### src/rtl/calc_pkg.sv
// calc_pkg: shared opcode constants and arbiter state encoding
// for the two-requester calculator arbiter.
package calc_pkg;

  localparam logic [1:0] OP_ADD = 2'b11;
  localparam logic [1:0] OP_SUB = 2'b10;
  localparam logic [1:0] OP_AND = 2'b01;
  localparam logic [1:0] OP_XOR = 2'b00;

  localparam int TMR_W = 8;

  typedef enum logic [1:0] {
    ST_IDLE  = 2'd0,
    ST_ISSUE = 2'd1,
    ST_WAIT  = 2'd2,
    ST_RESP  = 2'd3
  } arb_state_t;

endpackage

### src/rtl/calc_arb_timer.sv
// calc_arb_timer: counts WAIT cycles and flags the cycle on which
// the calculator has been waited on for TIMEOUT cycles.
module calc_arb_timer
  import calc_pkg::*;
#(
  parameter int TIMEOUT = 15
) (
  input  logic clk,
  input  logic rst,
  input  logic i_clear,
  input  logic i_enable,
  output logic o_expired
);

  localparam logic [TMR_W-1:0] LAST = TMR_W'(TIMEOUT - 1);

  logic [TMR_W-1:0] r_cnt;

  assign o_expired = i_enable && (r_cnt == LAST);

  // cycle counter, restarts whenever the arbiter is not waiting
  always_ff @(posedge clk or negedge rst) begin
    if (!rst) begin
      r_cnt <= '0;
    end else if (i_clear) begin
      r_cnt <= '0;
    end else if (i_enable && !o_expired) begin
      r_cnt <= r_cnt + 1'b1;
    end
  end

endmodule

### src/rtl/calc_arbiter.sv
// calc_arbiter: round-robin arbiter granting one of two requesters a
// shared calculator. Optional WAIT timeout under CALC_ARB_TIMEOUT_EN.
module calc_arbiter
  import calc_pkg::*;
#(
  parameter int DW      = 4,
  parameter int TIMEOUT = 15
) (
  input  logic          clk,
  input  logic          rst,
  input  logic          req0,
  input  logic          req1,
  input  logic [1:0]    op0,
  input  logic [1:0]    op1,
  input  logic [DW-1:0] a0,
  input  logic [DW-1:0] b0,
  input  logic [DW-1:0] a1,
  input  logic [DW-1:0] b1,
  output logic          gnt0,
  output logic          gnt1,
  output logic          ack0,
  output logic          ack1,
  output logic [DW-1:0] result,
  output logic          err,
  output logic          calc_go,
  output logic [1:0]    calc_op,
  output logic [DW-1:0] calc_a,
  output logic [DW-1:0] calc_b,
  input  logic          calc_done,
  input  logic [DW-1:0] calc_result,
  output logic          busy
);

  if (TIMEOUT < 1 || TIMEOUT > 255) begin : g_bad_timeout
    $error("calc_arbiter: TIMEOUT out of range 1..255");
  end

  arb_state_t r_state;
  arb_state_t w_next;

  logic          r_owner;
  logic          r_ptr;
  logic [1:0]    r_op;
  logic [DW-1:0] r_a;
  logic [DW-1:0] r_b;
  logic [DW-1:0] r_res;

  logic w_any;
  logic w_win;
  logic w_wait;
  logic w_resp;
  logic w_tmo;

  assign w_any  = req0 | req1;
  // pointer holds the last owner; a tie goes to the other one
  assign w_win  = (req0 & req1) ? ~r_ptr : req1;
  assign w_wait = (r_state == ST_WAIT);
  assign w_resp = (r_state == ST_RESP);

`ifdef CALC_ARB_TIMEOUT_EN
  logic r_err;
  logic w_clr;

  assign w_clr = ~w_wait;

  calc_arb_timer #(
    .TIMEOUT (TIMEOUT)
  ) u_timer (
    .clk       (clk),
    .rst       (rst),
    .i_clear   (w_clr),
    .i_enable  (w_wait),
    .o_expired (w_tmo)
  );

  // error flag: set on timeout, cleared on a real completion
  always_ff @(posedge clk or negedge rst) begin
    if (!rst) begin
      r_err <= 1'b0;
    end else if (w_wait) begin
      r_err <= ~calc_done & w_tmo;
    end
  end

  assign err = w_resp & r_err;
`else
  assign w_tmo = 1'b0;
  assign err   = 1'b0;
`endif

  // state register
  always_ff @(posedge clk or negedge rst) begin
    if (!rst) begin
      r_state <= ST_IDLE;
    end else begin
      r_state <= w_next;
    end
  end

  // next-state decode
  always_comb begin
    w_next = r_state;
    unique case (r_state)
      ST_IDLE:  if (w_any) w_next = ST_ISSUE;
      ST_ISSUE: w_next = ST_WAIT;
      ST_WAIT:  if (calc_done || w_tmo) w_next = ST_RESP;
      ST_RESP:  w_next = ST_IDLE;
      default:  w_next = ST_IDLE;
    endcase
  end

  // owner/operand latches, result capture and round-robin pointer
  always_ff @(posedge clk or negedge rst) begin
    if (!rst) begin
      r_owner <= 1'b0;
      r_ptr   <= 1'b1;
      r_op    <= 2'b00;
      r_a     <= '0;
      r_b     <= '0;
      r_res   <= '0;
    end else begin
      if (r_state == ST_IDLE && w_any) begin
        r_owner <= w_win;
        r_op    <= w_win ? op1 : op0;
        r_a     <= w_win ? a1 : a0;
        r_b     <= w_win ? b1 : b0;
      end
      if (w_wait) begin
        if (calc_done) begin
          r_res <= calc_result;
        end else if (w_tmo) begin
          r_res <= '0;
        end
      end
      if (w_resp) begin
        r_ptr <= r_owner;
      end
    end
  end

  assign busy    = (r_state != ST_IDLE);
  assign gnt0    = busy & ~r_owner;
  assign gnt1    = busy & r_owner;
  assign ack0    = w_resp & ~r_owner;
  assign ack1    = w_resp & r_owner;
  assign result  = w_resp ? r_res : '0;
  assign calc_go = (r_state == ST_ISSUE);
  assign calc_op = r_op;
  assign calc_a  = r_a;
  assign calc_b  = r_b;

endmodule

### config.mk
export PLATFORM = sky130hd
export DESIGN_NAME = calc_arbiter
export DESIGN_NICKNAME = d
export VERILOG_FILES = /design/src/rtl/calc_pkg.sv /design/src/rtl/calc_arb_timer.sv /design/src/rtl/calc_arbiter.sv
export SDC_FILE = /design/constraint.sdc
export NUM_CORES = 1
export LEC_CHECK = 0
export CORE_UTILIZATION = 38
export CTS_CLUSTER_DIAMETER = 120
export DETAILED_ROUTE_END_ITERATION = 10
export PLACE_DENSITY = 0.79
export SYNTH_ARGS = -nofsm -noshare
export SYNTH_HDL_FRONTEND = slang
export SYNTH_SLANG_ARGS = --single-unit
### constraint.sdc
create_clock -name clk -period 1.7 [get_ports clk]
set_input_delay 0.255 -clock clk [delete_from_list [all_inputs] [get_ports clk]]
set_output_delay 0.255 -clock clk [all_outputs]
set_load 0.02 [all_outputs]
# Yosys cells after proc, flatten, opt, wreduce, memory -nomap -nowiden
# Cells that the tools add are included.
# op_classes
bitwise_logic	8
n_reduce_logical	5
muxes	8
n_eq_ne	5
# op_table
cell	count
$mux 4	3
$pmux 2 s4	1
$mux 2	3
$and 1x1->1	5
$eq 2x2->1 const B	2
$ne 2x2->1 const B	2
$reduce_and 2->1	2
$eq 2x1->1 const B	1
$logic_not 2->1	1
$not 1->1	2
$reduce_bool 2->1	1
$logic_and 1x1->1	1
$mux 1	1
$or 1x1->1	1
# totals
elab_cells	33
output_inout_bits	21
register_bits	18

# Logic depth before layout (Yosys ltp)
# Gate-level depths: netlist of run 1.
# logic_depth
word_depth	3
mapped_depth	6
ltp_nobuf	5

# Worst setup path before layout of run 1
# OpenSTA, ideal clock, no wires.
# synth_timing
path_type	reg-to-reg
startpoint	register r_state[0]
endpoint	register r_state[1]
t_required_ps	1575
setup_ps	125
setup_slack_ps	133
stages_incl_launch_ff	6
arrival_time_ps	1442
path_cell_list	dfrtp_1 inv_1 ha_1 inv_2 o32a_1 mux2_4
# synth_via
elab_chain_len	3
elab_cells_between_ends	8
cone_classes	eq/ne: 5; mux: 1; reduce/logical: 2
# synth_lines
element	line_no	rtl
start, declared	calc_arbiter.sv:38	arb_state_t r_state;
start signal, assigned	calc_arbiter.sv:96	r_state <= w_next;
$eq 2x2->1 / $logic_not 2->1 (equally long branches)	calc_arbiter.sv:103	unique case (r_state)
$ne 2x2->1 (no line)	n/a	
$reduce_and 2->1 (no line)	n/a	
# Several ways; a longest one is shown, not always the timed one.
# A chain may end at the register's enable or synchronous reset.

# Final worst setup path of run 1
# layout_timing
startpoint	register r_state[1]
endpoint	register r_state[1]
# Same word-level chain as after synthesis.

==> results.md, run 1 <==
* Outcome: finished, final reports clean
* Ports at 50
* Hold WS at 285 ps
* Setup Buffers After CTS at 0
* Pre-antenna DRT Iters at 4
* Die W at 51.0 um
* DR iter-0 viols at 8
* CTS tree: built
* Crit path arrival time at 1770 ps
* Yosys reg bits at 18
* Die area at 0.00260 sq mm
* Fin crit share at 93.2%
* Post-synth EDFFs at 0
* Worst-path cell chain: inv_1, ha_1, inv_2, o32a_1, mux2_4
* Peak VDD IR at 992 uV
* Worst skew pair latency at 280 ps
* Setup CP Type: flop to flop
* Fmax at 631 MHz
* DPL Wire Length at 1650 um
* Diodes inserted at 0
* Synth area leaders: dfrtp_1 47%, a21oi_1 11%, ha_1 6.9%
* Clk_skew at 1.45 ps
* Total track usage at 18.5%
* Register Area at 452 sq um
* CP max FO at 4
* Filler Cells Inserted at 193
* Pin count of the biggest net entering global routing at 19
* # port buffers at 48
* Clock sinks at 18
* Post-route ant nets at 0
* Crit path largest cell delay at 430 ps
* WP buf/inv at 2
* Count of final setup violators at 0
* Longest Clk Path Bufs at 2
* Crit path capture type: flop
* Vias/cell at 4.83
* Area share of the largest cell type after synthesis at 46.6%
* Hold Crit Class: primary input to asynchronous set/reset pin
* Final Hold Viols at 0
* Core footprint at 0.00223 sq mm
* Prevailing post-synth register cell: dfrtp_1
* Share of layout cells above drive strength 1 at 18.5%
* Synth top cells by count: 20 x a21oi_1, 17 x dfrtp_1, 12 x nand2_1, 11 x nor2_1
* # DRC at 0
* Max-Cap Viols at 0
* Row count at 17
* Count leader, synth: a21oi_1
* Pwr/cell area at 1750 mW/mm^2
* RSZ-0062 raised after global routing: no
* Max-slew violations at 0
* Area growth syn-to-layout at 56.0%
* Hold buffer count at cts at 0
* Cell family with the largest share of critical-path delay: flip-flops
* Async S/R FF share, synth at 100%
* Largest area contributor in the netlist: dfrtp_1
* Final nets at 181
* Unique masters post-synth at 22
* Footprint of the multi-input gates at 428 sq um
* Required time worst endpoint at 1880 ps
* Gpl congestion at 0.730
* Antenna violations before repair at 0
* Routed WL at 2130 um
* CTS root buf: clkbuf_4
* CTS buffer count at 3
* H-tree depth at 1
* Fin Setup TNS at 0 ps
* Clock slew at reported path FFs at 100 ps
* GRT overflow at 0
* Via count at 840
* Initial Util at 40.8%
* First-pass GRT wire length at 3620 um
* Setup crit start kind: flop
* Post-synthesis cell count at 95
* Die height at 51.0 um
* Syn Nets at 129
* Yosys warns at 0
* Sequential area share after synthesis at 49.5%
* Leakage at 0.643 nW
* Drt wl/cell at 12.3 um
* Crit-path slowest cell: dfrtp_1
* Number of global-route vias before repair at 853
* Syn_area_per_cell at 9.60 sq um
* Final min period at 1580 ps
* Synthesized area at 912 sq um
[cells in the final DEF, fill, tap and decap left out]
master	count
o21a_1	1
o21ai_0	2
mux2_2	5
o32a_1	1
nand2_1	12
clkbuf_4	3
a21bo_2	1
clkdlybuf4s50_1	38
ha_2	1
conb_1	1
dfrtp_1	17
inv_1	3
nor2b_1	2
o22a_1	1
a21boi_2	1
nor2_1	11
a21oi_1	20
mux2_4	1
clkbuf_2	9
clkbuf_8	1
and2_1	5
inv_2	1
ha_1	4
buf_4	3
dlygate4sd2_1	1
dfstp_2	1
[path summary, 6_finish.rpt]
kind / depth (start not counted) / endpoint / from / slack, ps
max: 5 / r_state[1]$_DFFE_PN0P_ / r_state[1]$_DFFE_PN0P_ / 120
min: 2 / calc_a[0]$_DFFE_PN0P_ / rst / 280
max reg2reg: 5 / r_state[1]$_DFFE_PN0P_ / r_state[1]$_DFFE_PN0P_ / 120
min reg2reg: 1 / r_res[1]$_DFFE_PN0P_ / r_res[1]$_DFFE_PN0P_ / 510
max in group asynchronous: 2 / r_ptr$_DFFE_PN1N_ / rst / 1160
min in group clk: 3 / calc_b[1]$_DFFE_PN0P_ / b0[1] / 500
[power breakdown]
| part | total [mW] | switching, mW | internal (mW) |
|---|---|---|---|
| combinational | 1.42 | 0.748 | 0.670 |
| clock | 0.259 | 0.129 | 0.130 |
| sequential | 0.806 | 0.148 | 0.659 |
| total | 2.48 | 1.02 | 1.46 |
[metrics by stage]
step / power [mW] / util [%] / worst slack, ps / instance area, sq um / cells
after floorplan: 1.66 / - / 133 / 912 / 95
after global placement: 2.29 / 64.0 / 69.5 / 1430 / 170
after detailed placement: 2.33 / 64.0 / 15.8 / 1430 / 170
after CTS: 2.53 / 65.4 / 8.31 / 1460 / 174
after global routing: 2.67 / 63.7 / 19.9 / 1420 / 174
final: 2.48 / 63.7 / 115 / 1420 / 174
[sequential cells by signal, indices dropped and copies added, names as in the netlist]
name	cells
calc_a	4
calc_b	4
calc_op	2
r_owner	1
r_ptr	1
r_res	4
r_state	2
[layer usage]
metal	vias up	global-route usage, %	routed length, um
li1	420	-	-
met1	385	20.4	934
met2	33	32.0	991
met3	2	6.55	189
met4	0	7.41	17
met5	-	0	0
[cells by family (layout without fill, tap and decap cells)]
kind of cell / Yosys count / in the layout / synth area share, %
adders and majority gates: 5 / 5 / 6.86
muxes: 6 / 6 / 7.82
DFF: 18 / 18 / 49.5
other: 1 / 1 / 0.411
and+or+nand+nor: 30 / 30 / 14.3
AOI/OAI and AO/OA: 27 / 27 / 17.3
buffers and inverters: 8 / 59 / 3.84
[worst reg2reg max path: stages, from the launching register on]
cell	delay [ps]
dfrtp_1	430
inv_1	120
ha_1	200
inv_2	50
o32a_1	380
mux2_4	300
[timing repair]
item                       CTS  global route
gates cloned                 0             0
gates resized for setup     14            15
setup endpoints to repair   10             9
[final cells by class]
| cell class | instances | area share [%] |
|---|---|---|
| tap | 28 | 2.46 |
| sequential | 18 | 31.8 |
| timing repair buffer | 51 | 32.1 |
| clock buffer | 4 | 2.55 |
| multi-input combinational | 69 | 30.1 |
| inverter | 4 | 1.06 |
(Power assumes the default switching activity.)
==> run 2: changes to the inputs <==
--- a/config.mk
+++ b/config.mk
@@ -8,7 +8,7 @@
 export CORE_UTILIZATION = 38
 export CTS_CLUSTER_DIAMETER = 120
 export DETAILED_ROUTE_END_ITERATION = 10
-export PLACE_DENSITY = 0.79
+export PLACE_DENSITY_LB_ADDON = 0.12
 export SYNTH_ARGS = -nofsm -noshare
 export SYNTH_HDL_FRONTEND = slang
 export SYNTH_SLANG_ARGS = --single-unit
==> results.md, run 2 (synthesized netlist as in run 1, its figures left out) <==
* Final Hold Viols at 0
* Pre-antenna DRT Iters at 4
* Final min period at 1670 ps
* CP max FO at 7
* GRT overflow at 0
* CTS root buf: clkbuf_4
* RR Startpoint: r_state[0]$_DFFE_PN0P_
* DR iter-0 viols at 8
* Met2 Use GR at 30.5%
* Gpl congestion at 0.766
* Antenna violations before repair at 0
* Hold Crit Class: primary input to asynchronous set/reset pin
* Die W at 51.0 um
* Routed WL at 2140 um
* Clock Power Share at 10.5%
* Fmax at 597 MHz
* Fin crit share at 98.5%
* Hold WS at 265 ps
* Reg2Reg Depth at 6
* Vias/cell at 4.89
* Setup CP Type: flop to output pin
* Grt peak-use layer: met2
* # DRC at 0
* Peak VDD IR at 1000 uV
* Row count at 17
* Switching power at 1.01 mW
* Total track usage at 18.1%
* Crit path arrival time at 1420 ps
* Count of final setup violators at 0
* Leakage at 0.657 nW
* Longest Clk Path Bufs at 2
* Worst skew pair latency at 300 ps
* Critical path destination: result[3]
* Post-route ant nets at 0
* Area growth syn-to-layout at 59.4%
* Clk_skew at 5.42 ps
* Number of global-route vias before repair at 799
* Post-Place Cells at 171
* Drt wl/cell at 12.1 um
* Most common cell after layout, fill and taps aside: clkdlybuf4s50_1
* Part of the power in registers at 31.3%
* Sw Ratio at 40.4%
* Combinational share of power at 58.2%
* Via count at 860
* Worst Setup SP: r_state[1]$_DFFE_PN0P_
* RSZ-0062 raised after global routing: yes
* Reg-to-reg endpoint: r_state[1]$_DFFE_PN0P_
* Global Route met1 Usage at 20.9%
* Initial Util at 40.8%
* Post-Layout Cell Count at 176
* Reg-to-reg slack, setup at 80 ps
* Pwr/cell area at 1730 mW/mm^2
* CTS tree: built
* Die height at 51.0 um
* Final nets at 183
* Clock sinks at 18
* H-tree depth at 1
* Max-Cap Viols at 0
* Crit path capture type: output pin
* Clock slew at reported path FFs at 100 ps
* Core footprint at 0.00223 sq mm
* # port buffers at 48
* Met3 usage at 5.95%
* Final core occ at 65.1%
* Diodes inserted at 0
* First-pass GRT wire length at 3420 um
* Share of layout cells above drive strength 1 at 19.6%
* Hold buffer count at cts at 0
* DPL Wire Length at 1600 um
* Outcome: finished, final reports clean
* Setup crit start kind: flop
* Pin count of the biggest net entering global routing at 19
* Max-slew violations at 0
* Ports at 50
* Power Internal at 1.50 mW
* Required time worst endpoint at 1440 ps
* Fin Setup TNS at 0 ps
* CTS buffer count at 3
* Die area at 0.00260 sq mm
* Commonest non-fill, non-tap cells in the layout: 38 x clkdlybuf4s50_1, 20 x a21oi_1, 17 x dfrtp_1
-- run 2: changes by cell type in the layout (fill, tap and decap cells not counted), sizes merged --
cell / change
buf: +5
clkbuf: -6
clkdlybuf4s15: +1
dlygate4sd2: +2
-- run 2: metal layers --
layer  vias to the layer above  routed length [um]  share of wire (%)
li1                        422                   -                  -
met1                       404                 937                 44
met2                        29                1040                 49
met3                         5                 130                6.1
met4                         0                  28                1.3
met5                         -                   0                  0
-- run 2: power by group through the flow --
stage | logic [mW] | clock network (mW) | registers (mW)
CTS | 1.49 | 0.275 | 0.788
global route | 1.59 | 0.291 | 0.814
global placement | 1.50 | 0 | 0.790
floorplan | 0.729 | 0 | 0.927
detailed placement | 1.53 | 0 | 0.804
finish | 1.46 | 0.265 | 0.785
-- run 2: worst max-delay path, cell delays in order (launching register included) --
cell and delay, ps:
dfrtp_1 410, ha_2 250, and2_1 130, dlygate4sd2_1 330
-- run 2: layout make-up --
cell class              instances  area, sq um
fillers                       194          779
repair buffers                 53          484
flip-flops and latches         18          452
multi-input cells              69          432
clock buffers                   4         36.3
well taps                      28         35.0
inverters                       4         15.0
-- run 2: what timing repair did --
item | 4_1_cts | 5_1_grt
setup endpoints to repair | 10 | 17
setup buffers | 1 | 0
endpoints found under the hold margin | 0 | 0
gates resized for setup | 19 | 11
-- run 2: stage by stage --
stage / power (mW) / worst slack [ps] / instance area [sq um]
after floorplan: 1.66 / 133 / 912
after global placement: 2.29 / 47.5 / 1440
after detailed placement: 2.33 / 11.8 / 1440
after CTS: 2.56 / 1.70 / 1470
after global routing: 2.69 / -56.6 / 1450
final: 2.51 / 26.0 / 1450
-- run 2: worst min path at each step --
stage	to	slack, ps
2_1_floorplan	calc_a[0]$_DFFE_PN0P_	-40
3_3_place_gp	r_res[1]$_DFFE_PN0P_	480
3_5_place_dp	r_res[3]$_DFFE_PN0P_	490
4_1_cts	r_state[0]$_DFFE_PN0P_	270
5_1_grt	r_res[3]$_DFFE_PN0P_	280
6_report	r_state[0]$_DFFE_PN0P_	260
